File: src/rtl/plic_claim_arbiter.sv
`default_nettype none
// ============================================================================
// Module   : plic_claim_arbiter
// Purpose  : Per-target PLIC gateway, serial priority scan and claim/complete
//            sequencer. Define PLIC_EDGE_TRIGGER_EN for edge-triggered gateways.
// Revision : 1.0 - initial release
// ============================================================================
module plic_claim_arbiter #(
  parameter int INTERRUPTS      = 8,
  parameter int PRIORITY_LEVELS = 32,
  parameter int PRIO_W          = $clog2(PRIORITY_LEVELS),
  parameter int ID_W            = 5
) (
  input  logic              clk,
  input  logic              rst_n,
  input  logic [31:0]       global_interrupts,
  input  logic              prio_wr_en,
  input  logic [ID_W-1:0]   prio_wr_id,
  input  logic [PRIO_W-1:0] prio_wr_data,
  input  logic [31:0]       enable_mask,
  input  logic [PRIO_W-1:0] threshold,
  input  logic              claim_req,
  output logic              claim_valid,
  output logic [ID_W-1:0]   claim_id,
  input  logic              complete_req,
  input  logic [ID_W-1:0]   complete_id,
  output logic [31:0]       interrupt_pending,
  output logic              irq_out
);

  // Bits 1..INTERRUPTS are real sources; bit 0 is the "no interrupt" ID.
  localparam logic [31:0]     c_src_mask = 32'((64'h1 << (INTERRUPTS + 1)) - 64'h1) & ~32'h1;
  localparam logic [ID_W-1:0] c_last_id  = ID_W'(INTERRUPTS);

  typedef enum logic [1:0] {
    S_IDLE    = 2'd0,
    S_SCAN    = 2'd1,
    S_PUBLISH = 2'd2
  } state_t;

  state_t            r_state;
  state_t            w_state_nxt;

  logic [PRIO_W-1:0] r_prio [1:INTERRUPTS];
  logic [31:0]       r_pending;
  logic [31:0]       r_in_flight;
  logic [ID_W-1:0]   r_scan_id;
  logic [ID_W-1:0]   r_best_id;
  logic [PRIO_W-1:0] r_best_prio;
  logic [ID_W-1:0]   r_win_id;
  logic              r_irq;
  logic              r_claim_valid;
  logic [ID_W-1:0]   r_claim_id;

  logic [31:0]       w_lines;
  logic [31:0]       w_complete_mask;
  logic [31:0]       w_in_flight_eff;
  logic [31:0]       w_set;
  logic [31:0]       w_claim_mask;
  logic [PRIO_W-1:0] w_scan_prio;
  logic [PRIO_W-1:0] w_win_prio;
  logic              w_scan_hit;
  logic              w_claim_ok;
  logic              w_scan_restart;
  logic              w_best_load;
  logic              w_publish;

  // --------------------------------------------------------------------------
  // Priority registers
  // --------------------------------------------------------------------------
  always_ff @(posedge clk or negedge rst_n) begin
    if (!rst_n) begin
      for (int i = 1; i <= INTERRUPTS; i++) r_prio[i] <= '0;
    end else if (prio_wr_en) begin
      for (int i = 1; i <= INTERRUPTS; i++) begin
        if (prio_wr_id == ID_W'(i)) r_prio[i] <= prio_wr_data;
      end
    end
  end

  always_comb begin
    w_scan_prio = '0;
    w_win_prio  = '0;
    for (int i = 1; i <= INTERRUPTS; i++) begin
      if (r_scan_id == ID_W'(i)) w_scan_prio = r_prio[i];
      if (r_win_id  == ID_W'(i)) w_win_prio  = r_prio[i];
    end
  end

  // --------------------------------------------------------------------------
  // Gateway: pending / in-flight bookkeeping
  // --------------------------------------------------------------------------
  assign w_lines = global_interrupts & c_src_mask;

  // Out-of-range or non-in-flight completions fall out of the mask naturally.
  assign w_complete_mask = complete_req ? ((32'h1 << complete_id) & c_src_mask & r_in_flight)
                                        : 32'h0;
  assign w_in_flight_eff = r_in_flight & ~w_complete_mask;

  assign w_claim_ok = claim_req && (r_win_id != '0) && r_pending[r_win_id] &&
                      enable_mask[r_win_id] && (w_win_prio > threshold);
  assign w_claim_mask = w_claim_ok ? (32'h1 << r_win_id) : 32'h0;

`ifdef PLIC_EDGE_TRIGGER_EN
  logic [31:0] r_line_q;

  always_ff @(posedge clk or negedge rst_n) begin
    if (!rst_n) r_line_q <= '0;
    else        r_line_q <= w_lines;
  end

  assign w_set = w_lines & ~r_line_q & ~w_in_flight_eff;
`else
  assign w_set = w_lines & ~w_in_flight_eff;
`endif

  // Claim clears after set so that a same-cycle set/claim leaves pending low.
  always_ff @(posedge clk or negedge rst_n) begin
    if (!rst_n) begin
      r_pending   <= '0;
      r_in_flight <= '0;
    end else begin
      r_pending   <= (r_pending | w_set) & ~w_claim_mask;
      r_in_flight <= w_in_flight_eff | w_claim_mask;
    end
  end

  // --------------------------------------------------------------------------
  // Scan FSM
  // --------------------------------------------------------------------------
  assign w_scan_hit = r_pending[r_scan_id] && enable_mask[r_scan_id] &&
                      (w_scan_prio > threshold) && (w_scan_prio > r_best_prio);

  always_ff @(posedge clk or negedge rst_n) begin
    if (!rst_n) r_state <= S_IDLE;
    else        r_state <= w_state_nxt;
  end

  always_comb begin
    w_state_nxt    = r_state;
    w_scan_restart = 1'b0;
    w_best_load    = 1'b0;
    w_publish      = 1'b0;
    case (r_state)
      S_IDLE: begin
        w_state_nxt    = S_SCAN;
        w_scan_restart = 1'b1;
      end
      S_SCAN: begin
        if (w_claim_ok) begin
          w_scan_restart = 1'b1;
        end else begin
          w_best_load = w_scan_hit;
          if (r_scan_id == c_last_id) w_state_nxt = S_PUBLISH;
        end
      end
      S_PUBLISH: begin
        w_state_nxt    = S_SCAN;
        w_scan_restart = 1'b1;
        w_publish      = !w_claim_ok;
      end
      default: begin
        w_state_nxt = S_IDLE;
      end
    endcase
  end

  always_ff @(posedge clk or negedge rst_n) begin
    if (!rst_n) begin
      r_scan_id     <= '0;
      r_best_id     <= '0;
      r_best_prio   <= '0;
      r_win_id      <= '0;
      r_irq         <= 1'b0;
      r_claim_valid <= 1'b0;
      r_claim_id    <= '0;
    end else begin
      r_claim_valid <= claim_req;
      r_claim_id    <= w_claim_ok ? r_win_id : '0;

      if (w_scan_restart) begin
        r_scan_id   <= ID_W'(1);
        r_best_id   <= '0;
        r_best_prio <= '0;
      end else begin
        if (r_state == S_SCAN) r_scan_id <= r_scan_id + ID_W'(1);
        if (w_best_load) begin
          r_best_id   <= r_scan_id;
          r_best_prio <= w_scan_prio;
        end
      end

      // A successful claim retires the published winner immediately.
      if (w_claim_ok) begin
        r_win_id <= '0;
        r_irq    <= 1'b0;
      end else if (w_publish) begin
        r_win_id <= r_best_id;
        r_irq    <= (r_best_id != '0);
      end
    end
  end

  assign claim_valid       = r_claim_valid;
  assign claim_id          = r_claim_id;
  assign interrupt_pending = r_pending;
  assign irq_out           = r_irq;

endmodule
`default_nettype wire

File: config.mk
export PLATFORM = sky130hd
export DESIGN_NAME = plic_claim_arbiter
export DESIGN_NICKNAME = d
export VERILOG_FILES = /design/src/rtl/plic_claim_arbiter.sv
export SDC_FILE = /design/constraint.sdc
export NUM_CORES = 1
export LEC_CHECK = 0
export CAP_MARGIN = 20
export CORE_MARGIN = 1
export CORE_UTILIZATION = 47
export DETAILED_ROUTE_END_ITERATION = 7
export HOLD_SLACK_MARGIN = 0.03
export PLACE_DENSITY = 0.85
export SLEW_MARGIN = 0
export SYNTH_ARGS = -nofsm -noshare
export SYNTH_HDL_FRONTEND = slang
export SYNTH_SLANG_ARGS = --single-unit
File: constraint.sdc
create_clock -name clk -period 3.5 [get_ports clk]
set_input_delay 0.525 -clock clk [delete_from_list [all_inputs] [get_ports clk]]
set_output_delay 0.525 -clock clk [all_outputs]
set_load 0.03 [all_outputs]
---- Word-level counts from Yosys, hierarchy flattened ----
Cells that the tools add are included.
storage, ports and cells
  register bits after elaboration ......... 133
  bits of input ports ..................... 89
  output and inout port bits .............. 39
  word-level logic and storage cells ...... 132
cells by class
  add/sub/neg operators ................... 1
  order comparisons ....................... 5
  equality and inequality tests ........... 28
  shifts and indexed selects .............. 2
  muxes and demuxes ....................... 45
  bitwise operators ....................... 9
  reductions and logical operators ........ 24
operators with widths
  cell                  count
  $mux 5                25
  $not 32->32           3
  $and 32x32->32        2
  $and 9x32->32         2
  $mux 32               2
  $or 32x32->32         2
  $eq 5x3->1 const B    12
  $shl 1x5->32 const A  1
  $eq 5x2->1 const B    6
  $bmux 1 s5            4
  $reduce_and 2->1      9
  $eq 5x1->1 const B    3
  $eq 5x4->1 const B    3
  $gt 5x5->1            3
  $lt 5x6->1 const B    2
  $mux 1                10
  $reduce_bool 5->1     2
  $shl 1x5->9 const A   1
  $logic_and 1x1->1     7
  $reduce_bool 2->1     3
  $add 5x1->5 const B   1
  $mux 2                2
  $ne 2x2->1 const B    2
  $pmux 2 s2            1
  6 further kinds       6

---- Depth between registers and ports, before layout ----
Gate-level depths: netlist of run 1.
  depth after elaboration ................. 16
  gate-level depth with buffers ........... 19

---- Least setup slack after synthesis of run 1 ----
No wires, ideal clock.
  kind .................................... register -> register
  from .................................... reg r_win_id[0]
  to ...................................... reg r_pending[21] (netlist: interrupt_pending[21])
  library setup time ...................... 0.124 ns
  data arrival time ....................... 3.555 ns
  data required time ...................... 3.376 ns
  setup slack ............................. -0.179 ns
  stages on the path, launching flop included .. 19
  path buffers ............................ 5
  cell sequence ........................... dfrtp_1 buf_6 buf_6 clkbuf_1 mux2_2 o22ai_1 o22ai_1 o21ai_0 nand2_1 ha_1 and3_1 a31oi_1 o21ai_0 a211oi_4 nand4_4 or2_1 buf_6 buf_6 o31a_1
between the ends
  word-level cells in the longest chain between the ends .. 14
  elaborated cells between the ends (all ways) .. 30
ends and longest elaborated chain
  what                      RTL line  source
  start: declaration        50        logic [ID_W-1:0] r_win_id;
  start signal: assignment  198       r_win_id <= r_best_id;
  $eq 5x1->1                86        if (r_win_id == ID_W'(i)) w_win_prio = r_prio[i];
  $mux 5 (8 in series)      86
  $gt 5x5->1                101       enable_mask[r_win_id] && (w_win_prio > threshold);
  $logic_and 1x1->1         101
  $mux 32 *                 102       assign w_claim_mask = w_claim_ok ? (32'h1 << r_win_id) : 32'h0;
  $not 32->32 *             123       r_pending <= (r_pending | w_set) & ~w_claim_mask;
  $and 32x32->32 *          123
  end signal: assignment    123
  end: declaration          45        logic [31:0] r_pending;
Every way passes the cells marked *; elsewhere a longest branch is shown, timed or not. The select of a mux whose other input is x is not followed.
A chain may end at the register's enable or synchronous reset.

---- Worst setup path in the final report of run 1 ----
  from .................................... reg r_win_id[3]
  to ...................................... reg r_pending[23] (netlist: interrupt_pending[23])
The elaborated chain is that of the path after synthesis.

==> results of run 1 <==
through the flow:
stage | setup WS [ns] | instance area [um2] | hold WS [ns]
2_1_floorplan | -0.0516 | 6330 | 0.229
3_3_place_gp | -0.0972 | 7960 | 0.422
3_5_place_dp | -0.189 | 7960 | 0.443
4_1_cts | 0.000298 | 8320 | 0.273
5_1_grt | -0.129 | 8650 | 0.297
6_report | 0.0460 | 8650 | 0.247
layout make-up:
class                      count  area, um2  area share
tap                          172        215      0.0249
timing repair buffer         192       1760       0.204
sequential                   109       2730       0.316
clock inverter                 3       20.0     0.00231
clock buffer                  13        260      0.0301
inverter                      23       96.3      0.0111
multi-input combinational    444       3560       0.412
flip-flops by register name (all words and copies together) (netlist names), 2 cells and up:
register,count
claim_id,5
r_best_prio,5
r_win_id,5
r_best_id,5
interrupt_pending,32
r_prio,40
r_state,2
r_in_flight,8
r_scan_id,5
where the power goes:
| part | internal, mW | total, mW | switching (mW) |
|---|---|---|---|
| registers | 1.45 | 1.66 | 0.210 |
| clock network | 0.522 | 0.991 | 0.469 |
| logic | 1.61 | 3.32 | 1.72 |
placed cells by master, fill, tap and decap left out, types with 4 or more instances in the layout:
master	n
clkdlybuf4s50_1	102
o21ai_1	5
clkbuf_16	9
mux4_2	11
a21oi_1	26
nand2b_1	10
inv_1	19
o31a_1	18
a31oi_1	4
nor2_1	37
nand2_2	4
buf_4	79
mux2_2	47
nor3_1	5
nand2_1	60
o211ai_1	5
o31ai_4	7
a221oi_2	4
o22ai_1	14
and3_1	6
nand3_1	27
o21ai_0	25
nor2b_1	10
ha_4	6
ha_1	13
o31ai_1	7
dfrtp_1	106
o21a_1	5
mux2i_1	13
buf_6	8
worst paths after layout:
kind,start,endpoint
max reg2reg,r_win_id[3]$_DFFE_PN0P_,interrupt_pending[23]$_DFF_PN0_
min in group clk,interrupt_pending[0]$_DFF_PN0_,interrupt_pending[0]$_DFF_PN0_
min,rst_n,claim_id[0]$_DFF_PN0_
min reg2reg,interrupt_pending[0]$_DFF_PN0_,interrupt_pending[0]$_DFF_PN0_
max,r_win_id[3]$_DFFE_PN0P_,interrupt_pending[23]$_DFF_PN0_
max in group asynchronous,rst_n,r_scan_id[0]$_DFFE_PN0P_
critical path, delay by kind of cell, from the launching register on:
family	cells	cell delay (ns)
and+or+nand+nor	5	1.04
AOI/OAI and AO/OA	6	1.13
DFF	1	0.44
adders and majority gates	1	0.24
buffers and inverters	3	0.48
cells by family after synthesis:
kind of cell,count (synthesis)
buffers and inverters,57
multiplexers,74
adder cells (fa/ha/maj),19
XOR/XNOR,2
AND/OR/NAND/NOR,192
flip-flops,109
AO/OA/AOI/OAI,157
cell usage after synthesis, types with 8 or more instances:
cell,instances
a21oi_1,26
buf_2,8
clkbuf_1,18
dfrtp_1,109
ha_1,19
inv_1,21
mux2_2,48
mux2i_1,13
mux4_2,11
nand2_1,63
nand2b_1,10
nand3_1,30
nor2_1,38
nor2b_1,10
o21ai_0,30
o22ai_1,16
o31a_1,18
o31ai_1,15
timing repair:
item | CTS | global route
buffers inserted | 2 | 12
resized for setup | 16 | 51
endpoints found under the setup margin | 27 | 53
pin swaps | 3 | 25
per-layer routing:
layer | wire length [um] | part of all wire
met5 | 0 | 0
met4 | 772 | 0.040
met3 | 1260 | 0.065
met2 | 9570 | 0.49
met1 | 7760 | 0.40
==> key figures, run 1 <==
Finish
  – Share of layout cells above drive strength 1: 0.283
  – Fill count: 932
  – Nets: approximately 900
  – Antenna diodes: 0
  – Final cell count without fillers: 956
  – Post-route core utilization: 0.675
  – P&R area growth vs syn: 38.2%

Setup path
  – Crit-path cells: buf_4 -> or3_4 -> buf_6 -> o22ai_1 -> o21ai_0 -> nand2_1 -> ha_1 -> and3_1 -> a31oi_1 -> o21ai_1 -> a211oi_4 -> nand4_4 -> or2_4 -> buf_12 -> o31a_1
  – Flop2flop setup slack: around 0.046 ns
  – R2r worst-path depth: 15
  – CP endpoint kind: flip-flop
  – Critical path peak fanout: 13
  – Max incr delay on CP: 0.44 ns
  – Crit Path Category: reg -> reg
  – Crit start category: flip-flop
  – Critical Path RT: 3.74 ns
  – CP max-delay cell: dfrtp_1
  – Arrival time worst endpoint: 3.69 ns

GRT
  – Global-route track usage on met1: 0.331
  – Initial antenna violation count: 0
  – Pin count of the biggest net entering global routing: 110
  – Most Crowded Layer GR: met2
  – Number of global-route vias before repair: 5,914
  – GRT met2 Usage: 0.470
  – All-layer global routing usage: 0.276
  – Grt total ovfl: 0
  – GRT met3 Usage: 0.0569
  – First-pass GRT wire length: 29,900 um

Yosys
  – Yosys synthesis warning count: 0
  – Largest family of logic cells by synthesized area: compound AO/OA/AOI/OAI gates
  – Simple-gate share of the synthesized area: 0.154
  – Cell Area, Synth: between 0.006 and 0.007 mm2
  – Synth Area in Adders: 0.0380
  – Main synth FF type: dfrtp_1
  – Synth Register Bits: roughly 110
  – Post-synthesis xor/xnor area fraction: 0.00280
  – Syn Nets: 718
  – Number of synthesized flops with an enable pin: 0
  – Mean Syn Cell Area: between 10 and 15 um2
  – Post-synthesis cell type count: 64
  – Mux contribution to synthesized area: 0.152
  – Top post-synthesis cells by area: dfrtp_1, mux2_2, mux4_2
  – Compound-Gate Fraction of Synth Area: 0.174
  – Ys async rst share: 1.00
  – Area leader, netlist: dfrtp_1
  – Synth top area share: 0.436
  – Mapped Cells: 610
  – Sequential fraction of the synthesis area: 0.436

STA
  – Endpoints failing hold: 0
  – Setup TNS: 0 ns
  – Final Max Tran Viols: 0
  – Minimum clock period: 3.45 ns
  – Setup skew after layout: ~0.0077 ns
  – Relative slew slack: 0.536
  – RSZ-0062 raised after global routing: yes
  – FMAX: around 0.29 GHz
  – # setup viols final: 0
  – Tightest Pin Transition: 0.695 ns
  – Final period util: 0.987

Run
  – Maxcap violations: 0

Die
  – # IOs: approximately 130
  – Die width: 117 um
  – Die ar.: 0.0138 mm2
  – Die Height: 117 um
  – Row cnt: 41
  – Core area: 0.0128 mm2
  – Starting density of the core: 0.488

Clocking
  – Root Driver: clkbuf_16
  – Register clock-pin slew on the reported worst setup and hold paths: 0.07 ns
  – CTS sink count: 109
  – CTS Buf Count: 9
  – Latest clock arrival within the worst-skew pair: 0.36 ns
  – CTS tree: built
  – Hold_buf cts: 0
  – CTS H-Tree Depth: 3
  – CTS Buffer Depth: 2

Pwr
  – Pwr Total: approximately 6 mW
  – PD cells: 691 mW/mm2
  – Leak Pwr: 3.66 nW
  – Worst ir drop on vdd: 0.398 mV

Route
  – WL final: 19,400 um
  – DRT antenna net count: 0
  – First DRT Iteration DRCs: 441
  – # DRC: 0
  – TritonRoute pass-1 iters: 5
  – Wire per inst: a little over 20 um
  – Via count: 5,816
  – Vias per Instance: roughly 6.1

Placed design
  – RD Place Congestion: ~0.9
  – Post-DP HPWL: 13,700 um
  – Inst Count DP: roughly 930
  – Port bufs: 103

Hold path
  – Worst hold path class: in -> async

Outcome
  – Status: finished, final reports clean
Note: power is estimated with default switching activity, not from simulation.
==> inputs of run 2 (changes only) <==
Settings changed: CTS_CLUSTER_SIZE from default to 30, PLACE_DENSITY 0.85 to 0.87.
==> run 2 against run 1 <==
Effect of this change:
- fmax shrank 3.5%
- final cell count is 1.3% lower
- combinational power down 6.6%
- sequential cell count unchanged
- register-to-register slack worse by 0.13 ns
- core utilization increased by 0.24 points
- largest power group unchanged
- routed wire length rose by 5.2%
- sequential share of layout area decreased by 0.11 points
- first-iteration DRC count up 41%
- clock-buffer cell count decreased by 3
- worst hold slack better by 0.22 ns
- largest cell class unchanged
- the flow now finishes with violations (negative setup slack)
- critical path type unchanged
==> key figures, run 2 (synthesis results as in run 1) <==
GRT
  – First-pass GRT wire length: 30,300 um (was 29,900 um)
  – Pin count of the biggest net entering global routing: 100 (was 110)
  – Number of global-route vias before repair: 5,972 (was 5,914)
  – Initial antenna violation count: 0 (unchanged)
  – All-layer global routing usage: 0.280 (was 0.276)
  – Grt total ovfl: 0 (unchanged)

Route
  – Top sig layer: met4 (unchanged)
  – DR WL met3: 1640 um (was 1260 um)
  – Wl on met1: 7660 um (was 7760 um)
  – DRT antenna net count: 0 (unchanged)
  – Wire per inst: 21.6 um (was 20.3 um)
  – First DRT Iteration DRCs: 624 (was 441)
  – Via count: 5,943 (was 5,816)
  – Vias per Instance: 6.30 (was 6.08)
  – # DRC: 0 (unchanged)
  – TritonRoute pass-1 iters: 5 (unchanged)
  – WL final: 20,400 um (was 19,400 um)
  – WL met2: 10,000 um (was 9570 um)

Die
  – # IOs: 128 (unchanged)
  – Row cnt: 41 (unchanged)
  – Die Height: 117 um (unchanged)
  – Starting density of the core: 0.488 (unchanged)
  – Die ar.: 0.0138 mm2 (unchanged)
  – Core area: 0.0128 mm2 (unchanged)
  – Die width: 117 um (unchanged)

Finish
  – Commonest non-fill, non-tap cell in the layout: dfrtp_1 (unchanged)
  – Design Area, Final: 0.00868 mm2 (was 0.00865 mm2)
  – P&R area growth vs syn: 38.7% (was 38.2%)
  – Share of layout cells above drive strength 1: 0.295 (was 0.283)
  – Largest reg by FF count: r_prio (unchanged)
  – Commonest cells after routing, fill and taps aside: dfrtp_1, clkdlybuf4s50_1, buf_4 (unchanged)
  – Post-route core utilization: 0.677 (was 0.675)
  – Nets: 875 (was 887)
  – Antenna diodes: 0 (unchanged)
  – Final cell count without fillers: 944 (was 956)
  – Largest register FFs: 40 (unchanged)

Pwr
  – Worst ir drop on vdd: 0.360 mV (was 0.398 mV)
  – Sw Ratio: 0.413 (was 0.401)
  – Pint: 3.41 mW (was 3.58 mW)
  – Net Sw Power: 2.40 mW (was 2.39 mW)
  – Clock network power share: 0.179 (was 0.166)
  – Register share of total power: 0.287 (was 0.278)
  – Pwr Total: 5.81 mW (was 5.97 mW)
  – Comb pwr share: 0.534 (was 0.556)
  – Leak Pwr: 3.63 nW (was 3.66 nW)
  – PD cells: 669 mW/mm2 (was 691 mW/mm2)

Setup path
  – CP max-delay cell: or3_1 (was dfrtp_1)
  – Crit Path Category: reg -> reg (unchanged)
  – Critical Path RT: 3.76 ns (was 3.74 ns)
  – Crit start category: flip-flop (unchanged)
  – Critical path peak fanout: 9 (was 13)
  – CP startpoint: r_win_id[4]$_DFFE_PN0P_ (was r_win_id[3]$_DFFE_PN0P_)
  – Crit-path cells: or3_1 -> buf_4 -> o22ai_1 -> o21ai_0 -> nand2_1 -> ha_1 -> and3_4 -> a31oi_4 -> o21ai_2 -> a211oi_4 -> buf_4 -> buf_6 -> nand3_4 -> clkbuf_16 -> o31ai_4 (was buf_4 -> or3_4 -> buf_6 -> o22ai_1 -> o21ai_0 -> nand2_1 -> ha_1 -> and3_1 -> a31oi_1 -> o21ai_1 -> a211oi_4 -> nand4_4 -> or2_4 -> buf_12 -> o31a_1)
  – Max incr delay on CP: 0.48 ns (was 0.44 ns)
  – Arrival time worst endpoint: 3.84 ns (was 3.69 ns)
  – Reg2reg start: r_win_id[4]$_DFFE_PN0P_ (was r_win_id[3]$_DFFE_PN0P_)
  – Most frequent CP cell: buf_4
  – CP endpoint kind: flip-flop (unchanged)

STA
  – # setup viols final: 40 (was 0)
  – Relative slew slack: 0.507 (was 0.536)
  – Tightest Pin Transition: 0.738 ns (was 0.695 ns)
  – FMAX: 0.279 GHz (was 0.290 GHz)
  – Endpoints failing hold: 0 (unchanged)
  – Hold slack: 0.464 ns (was 0.247 ns)
  – Setup slack after layout: -0.0809 ns (was 0.0460 ns)
  – RSZ-0062 raised after global routing: yes (unchanged)
  – Setup skew after layout: 0.00960 ns (was 0.00766 ns)
  – Setup TNS: -1.50 ns (was 0 ns)
  – Final period util: 1.02 (was 0.987)
  – Minimum clock period: 3.58 ns (was 3.45 ns)
  – Final Max Tran Viols: 0 (unchanged)

Clocking
  – CTS Buf Count: 9 (unchanged)
  – CTS H-Tree Depth: 3 (unchanged)
  – Register clock-pin slew on the reported worst setup and hold paths: 0.07 ns (about the same)
  – CTS Buffer Depth: 2 (unchanged)
  – Root Driver: clkbuf_16 (unchanged)
  – Latest clock arrival within the worst-skew pair: 0.36 ns (about the same)
  – CTS tree: built (unchanged)
  – CTS sink count: 109 (unchanged)

Hold path
  – Worst hold path class: reg -> reg (was in -> async)
  – HP Start: interrupt_pending[0]$_DFF_PN0_

Placed design
  – Port bufs: 103 (unchanged)
  – Placed Area: 0.00791 mm2 (was 0.00796 mm2)
  – Pre-CTS WS: -0.219 ns (was -0.189 ns)
  – Inst Count DP: 920 (was 927)
  – RD Place Congestion: 0.881 (was 0.903)
  – Post-DP HPWL: 13,800 um (was 13,700 um)

Outcome
  – Failing checks: negative setup slack
  – Status: finished, violations left (was finished, final reports clean)

Run
  – Maxcap violations: 0 (unchanged)
run 2: per-layer routing:
metal	vias up	global-route usage
met4	0	0.106
li1	2559	-
met3	102	0.0715
met1	2885	0.339
met2	397	0.476
met5	-	0
run 2: final timing paths:
check	cells past startpoint	slack [ns]	endpoint
max	15	-0.08	r_in_flight[6]$_DFF_PN0_
min	0	0.46	interrupt_pending[0]$_DFF_PN0_
max reg2reg	15	-0.08	r_in_flight[6]$_DFF_PN0_
min reg2reg	0	0.46	interrupt_pending[0]$_DFF_PN0_
max in group asynchronous	3	2.19	r_prio[22]$_DFFE_PN0P_
min in group asynchronous	2	0.54	r_best_id[4]$_DFFE_PN0P_
run 2: worst max-delay path: cells and delay by family, from the launching register on:
family | cells | cell delay (ns)
DFF | 1 | 0.46
and+or+nand+nor | 4 | 0.91
buffers and inverters | 4 | 0.73
AOI/OAI and AO/OA | 6 | 1.12
adders and majority gates | 1 | 0.26
run 2: area by class of cell:
cell class              count  area (um2)
fillers                   893        4140
multi-input cells         444        3650
flip-flops and latches    109        2730
repair buffers            180        1700
clock buffers              10         239
well taps                 172         215
inverters                  23        91.3
clock inverters             6        62.6
run 2: repair_timing:
| action | 4_1_cts | 5_1_grt |
|---|---|---|
| resized for setup | 18 | 69 |
| endpoints found under the hold margin | 10 | 0 |
| setup endpoints to repair | 37 | 58 |
| setup buffers | 3 | 3 |
| cloned | 0 | 2 |
| hold buffers | 1 | 0 |
| pin swaps | 2 | 29 |
run 2: power by group through the flow:
stage,clock network (mW),registers [mW],logic [mW]
finish,1.04,1.67,3.10
global route,1.10,1.68,3.31
CTS,1.05,1.64,2.77
detailed placement,0,1.65,2.66
global placement,0,1.64,2.56
floorplan,0,1.58,1.72
==> inputs of run 3 (changes only) <==
Settings changed: CORE_MARGIN 1 to 5, RECOVER_POWER from default to 50.
==> run 3 against run 2 <==
Effect of this change:
- the flow finishes with violations (max-capacitance violations, max-slew violations, negative setup slack)
- largest cell class unchanged
- clock power about the same
- highest routed layer unchanged
- critical path type unchanged
- core utilization down 1.3 points
- largest power group unchanged
- clock skew up 0.0064 ns
- final cell count increased by 2.5%
==> key figures, run 3 (synthesis results as in run 1) <==
Outcome
  – Status: finished, violations left (unchanged)
  – Failing checks: max-capacitance violations, max-slew violations, negative setup slack (was negative setup slack)

Clocking
  – Register clock-pin slew on the reported worst setup and hold paths: 0.08 ns (was 0.07 ns)
  – CTS sink count: 109 (unchanged)
  – Latest clock arrival within the worst-skew pair: 0.37 ns (was 0.36 ns)
  – CTS tree: built (unchanged)
  – CTS Buffer Depth: 2 (unchanged)
  – CTS Buf Count: 9 (unchanged)
  – CTS H-Tree Depth: 3 (unchanged)
  – Root Driver: clkbuf_16 (unchanged)

Setup path
  – Crit Reg-Reg Endpoint: interrupt_pending[17]$_DFF_PN0_ (was r_in_flight[6]$_DFF_PN0_)
  – Critical path capture point: interrupt_pending[17]$_DFF_PN0_ (was r_in_flight[6]$_DFF_PN0_)
  – Arrival time worst endpoint: 3.75 ns (was 3.84 ns)
  – Critical Path RT: 3.74 ns (was 3.76 ns)
  – Flop2flop setup slack: -0.01 ns (was -0.08 ns)
  – Reg2reg start: r_win_id[4]$_DFFE_PN0P_ (unchanged)
  – CP startpoint: r_win_id[4]$_DFFE_PN0P_ (unchanged)
  – R2r worst-path depth: 14 (was 15)
  – Crit Path Category: reg -> reg (unchanged)
  – Crit start category: flip-flop (unchanged)
  – CP endpoint kind: flip-flop (unchanged)
  – Critical path peak fanout: 5 (was 9)

Die
  – Die width: 125 um (was 117 um)
  – Core area: 0.0131 mm2 (was 0.0128 mm2)
  – Row cnt: 42 (was 41)
  – Die ar.: 0.0157 mm2 (was 0.0138 mm2)
  – # IOs: 128 (unchanged)
  – Die Height: 125 um (was 117 um)
  – Starting density of the core: 0.476 (was 0.488)

STA
  – Hold slack: 0.442 ns (was 0.464 ns)
  – FMAX: 0.285 GHz (was 0.279 GHz)
  – Relative slew slack: -0.873 (was 0.507)
  – # setup viols final: 1 (was 40)
  – RSZ-0062 raised after global routing: yes (unchanged)
  – Tightest Pin Transition: 2.81 ns (was 0.738 ns)
  – Minimum clock period: 3.51 ns (was 3.58 ns)
  – Final Max Tran Viols: 52 (was 0)
  – Endpoints failing hold: 0 (unchanged)
  – Final period util: 1.00 (was 1.02)
  – Setup TNS: -0.0117 ns (was -1.50 ns)
  – Setup slack after layout: -0.0117 ns (was -0.0809 ns)
  – Setup skew after layout: 0.0160 ns (was 0.00960 ns)

Placed design
  – Inst Count DP: 940 (was 920)
  – RD Place Congestion: 0.937 (was 0.881)
  – Post-DP HPWL: 14,400 um (was 13,800 um)
  – Port bufs: 103 (unchanged)
  – Placed Area: 0.00803 mm2 (was 0.00791 mm2)
  – Pre-CTS WS: -0.280 ns (was -0.219 ns)

Finish
  – Final cell count without fillers: 968 (was 944)
  – Commonest non-fill, non-tap cell in the layout: dfrtp_1 (unchanged)
  – Largest reg by FF count: r_prio (unchanged)
  – Nets: 895 (was 875)
  – Antenna diodes: 0 (unchanged)
  – Commonest cells after routing, fill and taps aside: dfrtp_1, clkdlybuf4s50_1, buf_4 (unchanged)
  – Post-route core utilization: 0.664 (was 0.677)
  – Fill count: 1,012 (was 893)
  – Share of layout cells above drive strength 1: 0.297 (was 0.295)
  – P&R area growth vs syn: 39.4% (was 38.7%)
  – Largest register FFs: 40 (unchanged)
  – Design Area, Final: 0.00873 mm2 (was 0.00868 mm2)

Pwr
  – Leak Pwr: 3.69 nW (was 3.63 nW)
  – Pwr Total: 5.97 mW (was 5.81 mW)
  – PD cells: 685 mW/mm2 (was 669 mW/mm2)
  – Worst ir drop on vdd: 0.316 mV (was 0.360 mV)

GRT
  – All-layer global routing usage: 0.244 (was 0.280)
  – Number of global-route vias before repair: 5,952 (was 5,972)
  – Grt total ovfl: 0 (unchanged)
  – Pin count of the biggest net entering global routing: 59 (was 100)
  – First-pass GRT wire length: 30,900 um (was 30,300 um)
  – Initial antenna violation count: 0 (unchanged)

Route
  – First DRT Iteration DRCs: 344 (was 624)
  – Wire per inst: 20.2 um (was 21.6 um)
  – Vias per Instance: 5.99 (was 6.30)
  – TritonRoute pass-1 iters: 5 (unchanged)
  – # DRC: 0 (unchanged)
  – Via count: 5,802 (was 5,943)
  – WL final: 19,600 um (was 20,400 um)
  – DRT antenna net count: 0 (unchanged)

Hold path
  – Hold depth: 0 (unchanged)
  – Worst hold path class: reg -> reg (unchanged)

Run
  – Maxcap violations: 1 (was 0)
run 3: cell count changes in the layout (fill, tap and decap cells not counted), sizes merged:
cell / before / now
inv: 23 / 24
clkdlybuf4s50: 102 / 100
clkinv: 2 / 1
dlygate4sd3: 1 / 2
buf: 76 / 97
clkbuf: 11 / 14
clkinvlp: 3 / 0
run 3: cell type report:
cell class | instances | area [um2] | area share
Clock buffer | 13 | 250 | 0.0287
Multi-Input combinational cell | 444 | 3570 | 0.410
Clock inverter | 3 | 43.8 | 0.00502
Timing Repair Buffer | 200 | 1820 | 0.208
Sequential cell | 109 | 2730 | 0.313
Inverter | 23 | 91.3 | 0.0105
Tap cell | 176 | 220 | 0.0252
run 3: report_power, final:
part	internal, mW	switching, mW	total, mW
Sequential	1.45	0.212	1.66
Clock	0.577	0.465	1.04
Combinational	1.57	1.70	3.27
Total	3.60	2.38	5.97
run 3: how the worst min path moves through the flow:
stage / end / slack [ns] / startpoint
3_3_place_gp: interrupt_pending[0]$_DFF_PN0_ / 0.41 / interrupt_pending[0]$_DFF_PN0_
4_1_cts: claim_id[4]$_DFF_PN0_ / 0.21 / rst_n
6_report: interrupt_pending[0]$_DFF_PN0_ / 0.44 / interrupt_pending[0]$_DFF_PN0_
5_1_grt: interrupt_pending[0]$_DFF_PN0_ / 0.47 / interrupt_pending[0]$_DFF_PN0_
3_5_place_dp: interrupt_pending[0]$_DFF_PN0_ / 0.42 / interrupt_pending[0]$_DFF_PN0_
2_1_floorplan: claim_id[0]$_DFF_PN0_ / 0.23 / rst_n
run 3: timing repair:
| action | in CTS | in global routing |
|---|---|---|
| buffers inserted | 4 | 8 |
| endpoints found under the setup margin | 32 | 48 |
| resized for setup | 23 | 50 |
| pin swaps | 5 | 23 |
| hold buffers | 0 | 0 |
run 3: per-layer routing:
metal / GRT usage / vias up / wire (um)
met5: 0 / - / 0
met4: 0.115 / 0 / 703
met3: 0.0418 / 58 / 1170
met2: 0.419 / 264 / 10000
met1: 0.299 / 2870 / 7700
li1: - / 2610 / -
run 3: worst max-delay path: stages, from the launching register on:
cell and delay [ns]:
dfrtp_1 0.43, nor2_2 0.19, nand2_2 0.13, or3_1 0.34, a21oi_2 0.17, nor2_2 0.08, a221oi_2 0.20, ha_1 0.27
and3_4 0.16, a31oi_4 0.16, o21ai_2 0.10, a211oi_4 0.28, nand4_4 0.15, or2_4 0.30, o41a_1 0.41
